$ cat src/rtl/ysyx_22041461_mul_pkg.sv
// Shared definitions for the iterative multiplier: op codes, FSM states and
// the helper that picks the BUSY cycle count.
// Build option: YSYX_22041461_MUL_RADIX4_EN retires two multiplier bits per
// BUSY cycle instead of one.
package ysyx_22041461_mul_pkg;

  localparam logic [4:0] OP_MULW   = 5'b01100;
  localparam logic [4:0] OP_MULHU  = 5'b01101;
  localparam logic [4:0] OP_MULHSU = 5'b01110;
  localparam logic [4:0] OP_MULH   = 5'b01111;
  localparam logic [4:0] OP_MUL    = 5'b10000;

  // MULW multiplies only the low word of each operand.
  localparam int W_OP_BITS = 32;

`ifdef YSYX_22041461_MUL_RADIX4_EN
  localparam int BITS_PER_STEP = 2;
`else
  localparam int BITS_PER_STEP = 1;
`endif

  typedef enum logic [1:0] {
    IDLE  = 2'd0,
    BUSY  = 2'd1,
    FIXUP = 2'd2,
    DONE  = 2'd3
  } mul_state_e;

  // Number of BUSY cycles needed to consume all multiplier bits.
  function automatic int n_steps(input int xlen, input logic is_w);
    return (is_w ? W_OP_BITS : xlen) / BITS_PER_STEP;
  endfunction

endpackage

$ cat src/rtl/ysyx_22041461_mul_step.sv
// One BUSY cycle of the shift-add multiplier: adds the partial product
// selected by the low multiplier bit(s) and shifts both operands.
// Radix is chosen by YSYX_22041461_MUL_RADIX4_EN.
module ysyx_22041461_mul_step #(
  parameter int XLEN = 64
) (
  input  logic [2*XLEN-1:0] acc_i,
  input  logic [2*XLEN-1:0] mcand_i,
  input  logic [XLEN-1:0]   mplier_i,
  output logic [2*XLEN-1:0] acc_o,
  output logic [2*XLEN-1:0] mcand_o,
  output logic [XLEN-1:0]   mplier_o
);

  logic [2*XLEN-1:0] pp;

`ifdef YSYX_22041461_MUL_RADIX4_EN
  // Pick 0/1/2/3 times the multiplicand from the low two multiplier bits.
  always_comb begin
    case (mplier_i[1:0])
      2'd0:    pp = '0;
      2'd1:    pp = mcand_i;
      2'd2:    pp = mcand_i << 1;
      default: pp = mcand_i + (mcand_i << 1);
    endcase
  end

  assign mcand_o  = mcand_i << 2;
  assign mplier_o = mplier_i >> 2;
`else
  // Pick 0 or 1 times the multiplicand from the low multiplier bit.
  always_comb begin
    pp = mplier_i[0] ? mcand_i : '0;
  end

  assign mcand_o  = mcand_i << 1;
  assign mplier_o = mplier_i >> 1;
`endif

  assign acc_o = acc_i + pp;

endmodule

$ cat src/rtl/ysyx_22041461_mul_iter.sv
// Iterative multiplier for MUL/MULH/MULHSU/MULHU/MULW.
// Operands are multiplied as magnitudes; the sign is reapplied in FIXUP.
// Build option: YSYX_22041461_MUL_RADIX4_EN halves the BUSY cycle count.
module ysyx_22041461_mul_iter
  import ysyx_22041461_mul_pkg::*;
#(
  parameter int XLEN = 64
) (
  input  logic            clk,
  input  logic            rst_n,
  input  logic            in_valid,
  output logic            in_ready,
  input  logic [XLEN-1:0] src1,
  input  logic [XLEN-1:0] src2,
  input  logic [4:0]      ctrl_ALU,
  input  logic            flush,
  output logic            out_valid,
  input  logic            out_ready,
  output logic [XLEN-1:0] MUL_out
);

  localparam int CNT_W = $clog2(XLEN + 1);

  mul_state_e        state_q, state_d;
  logic [CNT_W-1:0]  cnt_q, cnt_d;
  logic [2*XLEN-1:0] acc_q, acc_d;
  logic [2*XLEN-1:0] mcand_q, mcand_d;
  logic [XLEN-1:0]   mplier_q, mplier_d;
  logic [XLEN-1:0]   result_q, result_d;
  logic [4:0]        op_q, op_d;
  logic              neg_q, neg_d;

  logic [2*XLEN-1:0] acc_step, mcand_step;
  logic [XLEN-1:0]   mplier_step;
  logic [2*XLEN-1:0] prod;

  logic              s1_signed, s2_signed, is_w, supported;
  logic [XLEN-1:0]   a_mag, b_mag;

  ysyx_22041461_mul_step #(.XLEN(XLEN)) u_step (
    .acc_i    (acc_q),
    .mcand_i  (mcand_q),
    .mplier_i (mplier_q),
    .acc_o    (acc_step),
    .mcand_o  (mcand_step),
    .mplier_o (mplier_step)
  );

  assign in_ready  = (state_q == IDLE) && !flush;
  assign out_valid = (state_q == DONE);
  assign MUL_out   = out_valid ? result_q : '0;

  // Undo the magnitude trick: negate the full product when the signs differ.
  assign prod = neg_q ? -acc_q : acc_q;

  // Decode the incoming op into signedness and operand magnitudes.
  always_comb begin
    // NOTE: every output gets a default first so no path can infer a latch.
    s1_signed = 1'b0;
    s2_signed = 1'b0;
    is_w      = 1'b0;
    supported = 1'b1;
    case (ctrl_ALU)
      OP_MULW:          is_w = 1'b1;
      OP_MULHSU:        s1_signed = 1'b1;
      OP_MULH: begin
        s1_signed = 1'b1;
        s2_signed = 1'b1;
      end
      OP_MULHU, OP_MUL: ;
      default:          supported = 1'b0;
    endcase

    a_mag = src1;
    b_mag = src2;
    if (is_w) begin
      // Only the low word matters and its low 32 product bits ignore sign.
      a_mag = {{(XLEN-32){1'b0}}, src1[31:0]};
      b_mag = {{(XLEN-32){1'b0}}, src2[31:0]};
    end else begin
      // The most-negative value maps to 2^(XLEN-1), which still fits unsigned.
      if (s1_signed && src1[XLEN-1]) a_mag = -src1;
      if (s2_signed && src2[XLEN-1]) b_mag = -src2;
    end
  end

  // Next-state and datapath updates; flush wins over every other event.
  always_comb begin
    state_d  = state_q;
    cnt_d    = cnt_q;
    acc_d    = acc_q;
    mcand_d  = mcand_q;
    mplier_d = mplier_q;
    result_d = result_q;
    op_d     = op_q;
    neg_d    = neg_q;

    if (flush) begin
      state_d = IDLE;
    end else begin
      case (state_q)
        IDLE: begin
          if (in_valid) begin
            op_d     = ctrl_ALU;
            neg_d    = (s1_signed & src1[XLEN-1]) ^ (s2_signed & src2[XLEN-1]);
            mcand_d  = {{XLEN{1'b0}}, a_mag};
            mplier_d = b_mag;
            acc_d    = '0;
            cnt_d    = CNT_W'(n_steps(XLEN, is_w));
            result_d = '0;
            state_d  = supported ? BUSY : DONE;
          end
        end
        BUSY: begin
          acc_d    = acc_step;
          mcand_d  = mcand_step;
          mplier_d = mplier_step;
          cnt_d    = cnt_q - CNT_W'(1);
          if (cnt_q == CNT_W'(1)) state_d = FIXUP;
        end
        FIXUP: begin
          case (op_q)
            OP_MULW: result_d = {{(XLEN-32){prod[31]}}, prod[31:0]};
            OP_MUL:  result_d = prod[XLEN-1:0];
            default: result_d = prod[2*XLEN-1:XLEN];
          endcase
          state_d = DONE;
        end
        DONE: begin
          if (out_ready) state_d = IDLE;
        end
        default: state_d = IDLE;
      endcase
    end
  end

  // FSM state register.
  always_ff @(posedge clk) begin
    // NOTE: sequential state uses non-blocking assignments so every register
    // samples the pre-edge values regardless of statement order.
    if (!rst_n) state_q <= IDLE;
    else        state_q <= state_d;
  end

  // Datapath registers.
  always_ff @(posedge clk) begin
    // NOTE: the datapath is reset too, so a killed operation never leaves a
    // stale accumulator or result behind.
    if (!rst_n) begin
      cnt_q    <= '0;
      acc_q    <= '0;
      mcand_q  <= '0;
      mplier_q <= '0;
      result_q <= '0;
      op_q     <= '0;
      neg_q    <= 1'b0;
    end else begin
      cnt_q    <= cnt_d;
      acc_q    <= acc_d;
      mcand_q  <= mcand_d;
      mplier_q <= mplier_d;
      result_q <= result_d;
      op_q     <= op_d;
      neg_q    <= neg_d;
    end
  end

endmodule

$ cat config.mk
export PLATFORM = sky130hd
export DESIGN_NAME = ysyx_22041461_mul_iter
export DESIGN_NICKNAME = d
export VERILOG_FILES = /design/src/rtl/ysyx_22041461_mul_pkg.sv /design/src/rtl/ysyx_22041461_mul_step.sv /design/src/rtl/ysyx_22041461_mul_iter.sv
export SDC_FILE = /design/constraint.sdc
export NUM_CORES = 2
export LEC_CHECK = 0
export CAP_MARGIN = 15
export CELL_PAD_IN_SITES_DETAIL_PLACEMENT = 1
export CELL_PAD_IN_SITES_GLOBAL_PLACEMENT = 2
export CORE_ASPECT_RATIO = 0.7
export CORE_MARGIN = 2
export CORE_UTILIZATION = 38
export CTS_BUF_LIST = sky130_fd_sc_hd__clkbuf_16
export DETAILED_ROUTE_END_ITERATION = 16
export DONT_BUFFER_PORTS = 1
export HOLD_SLACK_MARGIN = 0.06
export PLACE_DENSITY_LB_ADDON = 0.1
export SLEW_MARGIN = 10
export SYNTH_ARGS = -nofsm -noshare
export SYNTH_HDL_FRONTEND = slang
export SYNTH_SLANG_ARGS = --single-unit
$ cat constraint.sdc
create_clock -name clk -period 5.71 [get_ports clk]
set_clock_uncertainty 0.05 [all_clocks]
set_input_delay 1.142 -clock clk [delete_from_list [all_inputs] [get_ports clk]]
set_output_delay 1.142 -clock clk [all_outputs]
set_load 0.01 [all_outputs]
== Word level (Yosys, flattened, before mapping) ==
Index checks and enable logic that the tools add are counted.

* Reductions and logical operators: 14
* Equal/unequal tests: 14
* Add/subtract/negate cells: 5
* Bitwise operators: 5
* Mux-type cells: 28

{| class="wikitable"
|+ Operator list
! kind !! number
|-
| $mux 128 || 4
|-
| $pmux 128 s2 || 2
|-
| $mux 64 || 7
|-
| $pmux 64 s2 || 3
|-
| $add 128x128->128 || 1
|-
| $neg 128->128 || 1
|-
| $neg 64->64 || 2
|-
| $eq 5x4->1 const B || 5
|-
| $mux 7 || 2
|-
| $pmux 7 s2 || 1
|-
| $reduce_and 3->1 || 4
|-
| $eq 5x5->1 const B || 2
|-
| $mux 2 || 4
|-
| $pmux 2 s4 || 1
|-
| $eq 7x1->1 const B || 1
|-
| $sub 7x1->7 const B || 1
|-
| $reduce_or 5->1 || 1
|-
| $eq 2x2->1 const B || 2
|-
| $mux 1 || 4
|-
| $ne 2x2->1 const B || 2
|-
| $reduce_bool 2->1 || 2
|-
| $reduce_or 2->1 || 2
|-
| $logic_and 1x1->1 || 3
|-
| $and 1x1->1 || 2
|-
| other kinds (6) || 7
|}

* Register bits after elaboration: 399
* Output and inout port bits: 66
* Logic and storage cells: 74

== Logic depth before layout (Yosys ltp) ==
* Word-level depth: 8
* Gate-level depth with buffers: 17

== Cells and area by module ==
Synthesis repeated with hierarchy kept, for this count alone.

* Cells, all modules: 4448
* Area, all modules: 33130.5 um^2

{| class="wikitable"
|+ By module, submodules not included
! module !! instances !! cells an instance !! seq. area each (um^2) !! area each (um^2)
|-
| ysyx_22041461_mul_iter || 1 || 2779 || 7987.7 || 22181.3
|-
| ysyx_22041461_mul_step || 1 || 1669 || 0.0 || 10949.3
|}

== Worst setup path before layout ==
OpenSTA, ideal clock, no wires.

* Path kind: input-to-reg
* From: in src1[37]
* To: reg mcand_q[60]
* Data arrival time: 4236 ps
* Path slack: 1301 ps
* Buffers on the path: 0
* Stages on the path: 12
* Required time: 5537 ps
* Cell sequence: or3_1 > or4_1 > or3_1 > nor3_1 > nand2b_1 > nor4_1 > inv_1 > or4_1 > o41ai_1 > xnor2_1 > a221oi_1 > nor2_1

* Cells in the longest elaborated chain, start to end: 5

{| class="wikitable"
|+ Ends and longest elaborated chain
! what !! RTL line !! RTL
|-
| start: declaration || ysyx_22041461_mul_iter.sv:13 || <nowiki>input logic [XLEN-1:0] src1,</nowiki>
|-
| $neg 64->64 || ysyx_22041461_mul_iter.sv:82 || <nowiki>if (s1_signed && src1[XLEN-1]) a_mag = -src1;</nowiki>
|-
| $mux 64 || ysyx_22041461_mul_iter.sv:82 ||
|-
| $mux 64 || ysyx_22041461_mul_iter.sv:76 || <nowiki>if (is_w) begin</nowiki>
|-
| $mux 128 || ysyx_22041461_mul_iter.sv:103 || <nowiki>if (in_valid) begin</nowiki>
|-
| $pmux 128 s2 || ysyx_22041461_mul_iter.sv:101 || <nowiki>case (state_q)</nowiki>
|-
| end signal: assignment || ysyx_22041461_mul_iter.sv:160 || <nowiki>mcand_q <= mcand_d;</nowiki>
|-
| end: declaration || ysyx_22041461_mul_iter.sv:27 || <nowiki>logic [2*XLEN-1:0] mcand_q, mcand_d;</nowiki>
|}

No other way between the ends. The select of a mux whose other input is x is not followed.
A chain may end at the register's enable or synchronous reset.

== Final worst setup path ==
* From: reg mplier_q[0]
* To: reg acc_q[118]

* Cells in the longest elaborated chain, start to end: 3

{| class="wikitable"
|+ Ends and longest elaborated chain
! what !! RTL line !! RTL
|-
| start: declaration || ysyx_22041461_mul_iter.sv:28 || <nowiki>logic [XLEN-1:0] mplier_q, mplier_d;</nowiki>
|-
| start signal: assignment || ysyx_22041461_mul_iter.sv:161 || <nowiki>mplier_q <= mplier_d;</nowiki>
|-
| $mux 128 || ysyx_22041461_mul_step.sv:33 || <nowiki>pp = mplier_i[0] ? mcand_i : '0;</nowiki>
|-
| $add 128x128->128 || ysyx_22041461_mul_step.sv:40 || <nowiki>assign acc_o = acc_i + pp;</nowiki>
|-
| $pmux 128 s2 || ysyx_22041461_mul_iter.sv:101 ||
|-
| end signal: assignment || ysyx_22041461_mul_iter.sv:151 || <nowiki>acc_q <= '0;</nowiki>
|-
| end signal: assignment || ysyx_22041461_mul_iter.sv:159 || <nowiki>acc_q <= acc_d;</nowiki>
|-
| end: declaration || ysyx_22041461_mul_iter.sv:26 || <nowiki>logic [2*XLEN-1:0] acc_q, acc_d;</nowiki>
|}

No other way between the ends.

==> metrics.md <==
| Metric | Value |
|---|---|
| Count of boundary I/O pins | `204` |
| Die Height | `242 um` |
| Layout fillers | `10000` |
| Synth Area per Inst | `7.28 sq um` |
| Mapped cell area | `30800 sq um` |
| Layout cell share with drive strength beyond 1 | `4.93%` |
| Family of cells with the greatest summed delay on the critical path | `compound AO/OA/AOI/OAI gates` |
| Placer Congestion | `about 1` |
| Crit path launch type | `flip-flop` |
| Cells traversed along the worst timing path | `and2_1, ha_1, inv_1, fa_1, nand2b_1, a21oi_1, o21ai_0, a211oi_1, a211oi_1, buf_4, o21ai_0, a21oi_1, nand3b_1, o21ai_0, a21oi_1, xor2_1, o21ai_0` |
| Setup slack after layout | `615 ps` |
| Biggest fanout along the worst timing path | `51` |
| WL met3 | `14.0 mm` |
| Power per unit of standard cell area | `205 nW/um^2` |
| Gate count after technology mapping | `around 4200` |
| Total count of hold-check failures in the final report | `0` |
| Number of violations reported at the end of detailed-routing iteration 0 | `2917` |
| Distinct cells, synth | `76` |
| Number of max-cap violations | `0` |
| Worst EP arrival | `5600 ps` |
| Cell depth of the worst flop-to-flop path | `17` |
| Clock root cell | `clkbuf_16` |
| Top sig layer | `met5` |
| Largest net degree at the start of global routing | `between 200 and 300` |
| Hold depth | `1` |
| Min cycle time layout | `around 5100 ps` |
| Slew of the pin with the lowest slew margin | `1010 ps` |
| Count of buffers inserted at the top-level ports | `0` |
| Fraction of the yosys area taken by sequential cells | `26.0%` |
| Cts bufs inserted | `47` |
| Sum of overflow across all layers after global routing | `0` |
| Run status | `completed` |
| CTS Hold Buffers Added | `0` |
| Maximum clock frequency | `196 MHz` |
| Hpwl dp | `104 mm` |
| Max Slew Vio Count | `0` |
| Routed wire per std cell | `26.0 um` |
| Post-layout nets | `about 4400` |
| Worst IR Drop VDD | `between 0.00015 and 0.0002 V` |
| Std cell rows | `87` |
| Wirelength, routed | `135 mm` |
| First-pass GRT wire length | `just over 200 mm` |
| Yosys warns | `0` |
| Fraction of the core area covered by cells at the end of the flow | `41.6%` |
| Post-synthesis net count | `about 4500` |
| DRC violations left | `0` |
| Resize count post-CTS | `0` |
| Synth-to-Final Area Change | `8.49%` |
| Length of the first detailed-routing pass in iterations | `6` |
| Sum of buffers and inverters on the critical path | `2` |
| Post-route clock period utilization | `89.2%` |
| Total via count after detailed routing | `~31000` |
| Final-layout setup total negative slack | `0 ps` |
| Worst EP required | `6210 ps` |
| Stage delay of the slowest cell on the critical path | `640 ps` |
| Number of post-CTS setup repair buffers | `0` |
| Vias per Instance | `6.03` |
| Critical setup path kind | `reg2reg` |
| Clk slew on worst S/H paths | `60 ps` |
| Slew headroom | `around 32%` |
| Total routed wire length on the met1 layer | `69.3 mm` |
| Seq cells post-synth | `399` |
| Cell with the largest stage delay on the worst path | `o21ai_0` |
| Proportion of register bits with asynchronous set or reset after synthesis | `0%` |
| Die X | `~340 um` |
| Reg area | `roughly 8000 sq um` |
| Clock insertion delay at the later pin of the skew report | `640 ps` |
| Hold/Removal Path Class | `reg2reg` |
| Via count of the first global-routing pass | `29900` |
| TritonCTS clock tree | `done` |
| Clock sinks | `about 400` |
| Initial Util | `around two fifths` |
| Maximum clock path buffer count | `3` |
| Total global routing track utilization | `31.7%` |
| Number of setup violations in the final report | `0` |
| Main flop type after synthesis | `dfxtp_1` |
| Core Footprint | `80300 sq um` |
| Initial antenna violation count | `12` |
| Cell occurring most often along the worst timing path | `o21ai_0` |
| Final ANT Viol Nets | `0` |
| Dpl ws | `748 ps` |
| Unrepaired setup endpoints after global routing | `false` |
| DIE AREA | `83300 sq um` |
| Combined area of the multi-input logic cells | `21500 sq um` |
| Leak | `approximately 12 nW` |
| EDFF count, synth | `0` |
| Kind of end point of the critical path | `flip-flop` |
| Logic depth of the worst path, buffers included | `17` |
| H-tree Lvls | `2` |
| Met2 layer wire length in the routed design | `49.2 mm` |
[area by class of cell]
cell class | instances | share of cell area (%)
multi-input cells | 3469 | 64.4
well taps | 1068 | 4.00
repair buffers | 84 | 1.96
diodes | 1 | 0.00750
clock inverters | 35 | 1.06
flip-flops and latches | 399 | 23.9
clock buffers | 50 | 3.75
inverters | 77 | 0.866
[registers in the layout, indices dropped and copies added (netlist names)]
| signal | count |
|---|---|
| cnt_q | 7 |
| mcand_q | 128 |
| mplier_q | 64 |
| neg_q | 1 |
| result_q | 64 |
| state_q | 2 |
| acc_q | 128 |
| op_q | 5 |
[power breakdown]
part | internal, mW | total (mW) | leakage, nW | switching [mW]
logic | 0.207 | 0.638 | 8.39 | 0.431
registers | 2.86 | 2.92 | 3.23 | 0.0618
clock network | 1.89 | 3.29 | 0.784 | 1.40
[through the flow]
stage | std cells | cell area [sq um] | power, mW | hold slack (ps)
floorplan | 4224 | 30800 | 3.44 | 367
global placement | 5097 | 31800 | 3.61 | 380
detailed placement | 5097 | 31800 | 3.62 | 383
CTS | 5182 | 33400 | 6.91 | 398
global route | 5182 | 33400 | 7.10 | 429
finish | 5183 | 33400 | 6.86 | 392
[worst paths after layout]
kind / start / end / slack [ps]
setup reg to reg: mplier_q[0] / acc_q[118] / 610
hold / removal: result_q[16] / result_q[16] / 390
setup / recovery: mplier_q[0] / acc_q[118] / 610
hold reg to reg: result_q[16] / result_q[16] / 390
[cell usage in the layout (no fill, tap or decap), drive strengths merged, types with 18 or more instances in the layout]
master	synthesis	final
buf	14	84
nor4	40	40
nor2	278	278
o41ai	30	30
a221oi	69	69
inv	77	82
a22oi	84	84
nand4	72	72
a21oi	307	307
a211oi	19	19
and2	234	234
o31ai	44	44
xor2	172	172
nand2b	35	35
clkbuf	265	50
or3	49	49
nand2	574	574
nand3	70	70
a21boi	94	94
nor3b	40	40
nor3	64	64
clkinv	0	18
a21o	45	45
ha	136	136
nor2b	113	113
a32o	24	24
xnor2	197	197
or4	29	29
dfxtp	399	399
o21bai	47	47
o21ai	442	442
[Yosys cell counts, drive strengths merged (49+ instances only)]
| library cell | n | share of area, % |
|---|---|---|
| a22oi | 84 | 2.0 |
| ha | 136 | 5.5 |
| nand4 | 72 | 1.5 |
| or3 | 49 | 1.0 |
| and2 | 234 | 4.8 |
| nor2 | 278 | 3.4 |
| a21boi | 94 | 2.3 |
| a21oi | 307 | 5.0 |
| xor2 | 172 | 4.9 |
| a221oi | 69 | 2.0 |
| inv | 77 | 0.94 |
| nand3 | 70 | 1.2 |
| nor3 | 64 | 1.0 |
| clkbuf | 265 | 3.2 |
| dfxtp | 399 | 26 |
| o21ai | 442 | 7.2 |
| nor2b | 113 | 2.3 |
| nand2 | 574 | 7.0 |
| xnor2 | 197 | 5.6 |
[per-layer routing]
| metal | global-route usage, % | vias to the layer above |
|---|---|---|
| met1 | 50.5 | 15400 |
| li1 | - | 14700 |
| met2 | 40.3 | 978 |
| met5 | 0 | - |
| met3 | 10.3 | 128 |
| met4 | 5.15 | 8 |
[logic make-up after synthesis]
logic type,after synthesis,share of synthesized area (%)
buffers and inverters,356,4.36
AOI/OAI and AO/OA,1312,26.9
and+or+nand+nor,1651,26.7
adders and majority gates,137,5.60
DFF,399,26.0
xor gates and xnor gates,369,10.5
Power figures use the tool's default switching activity.
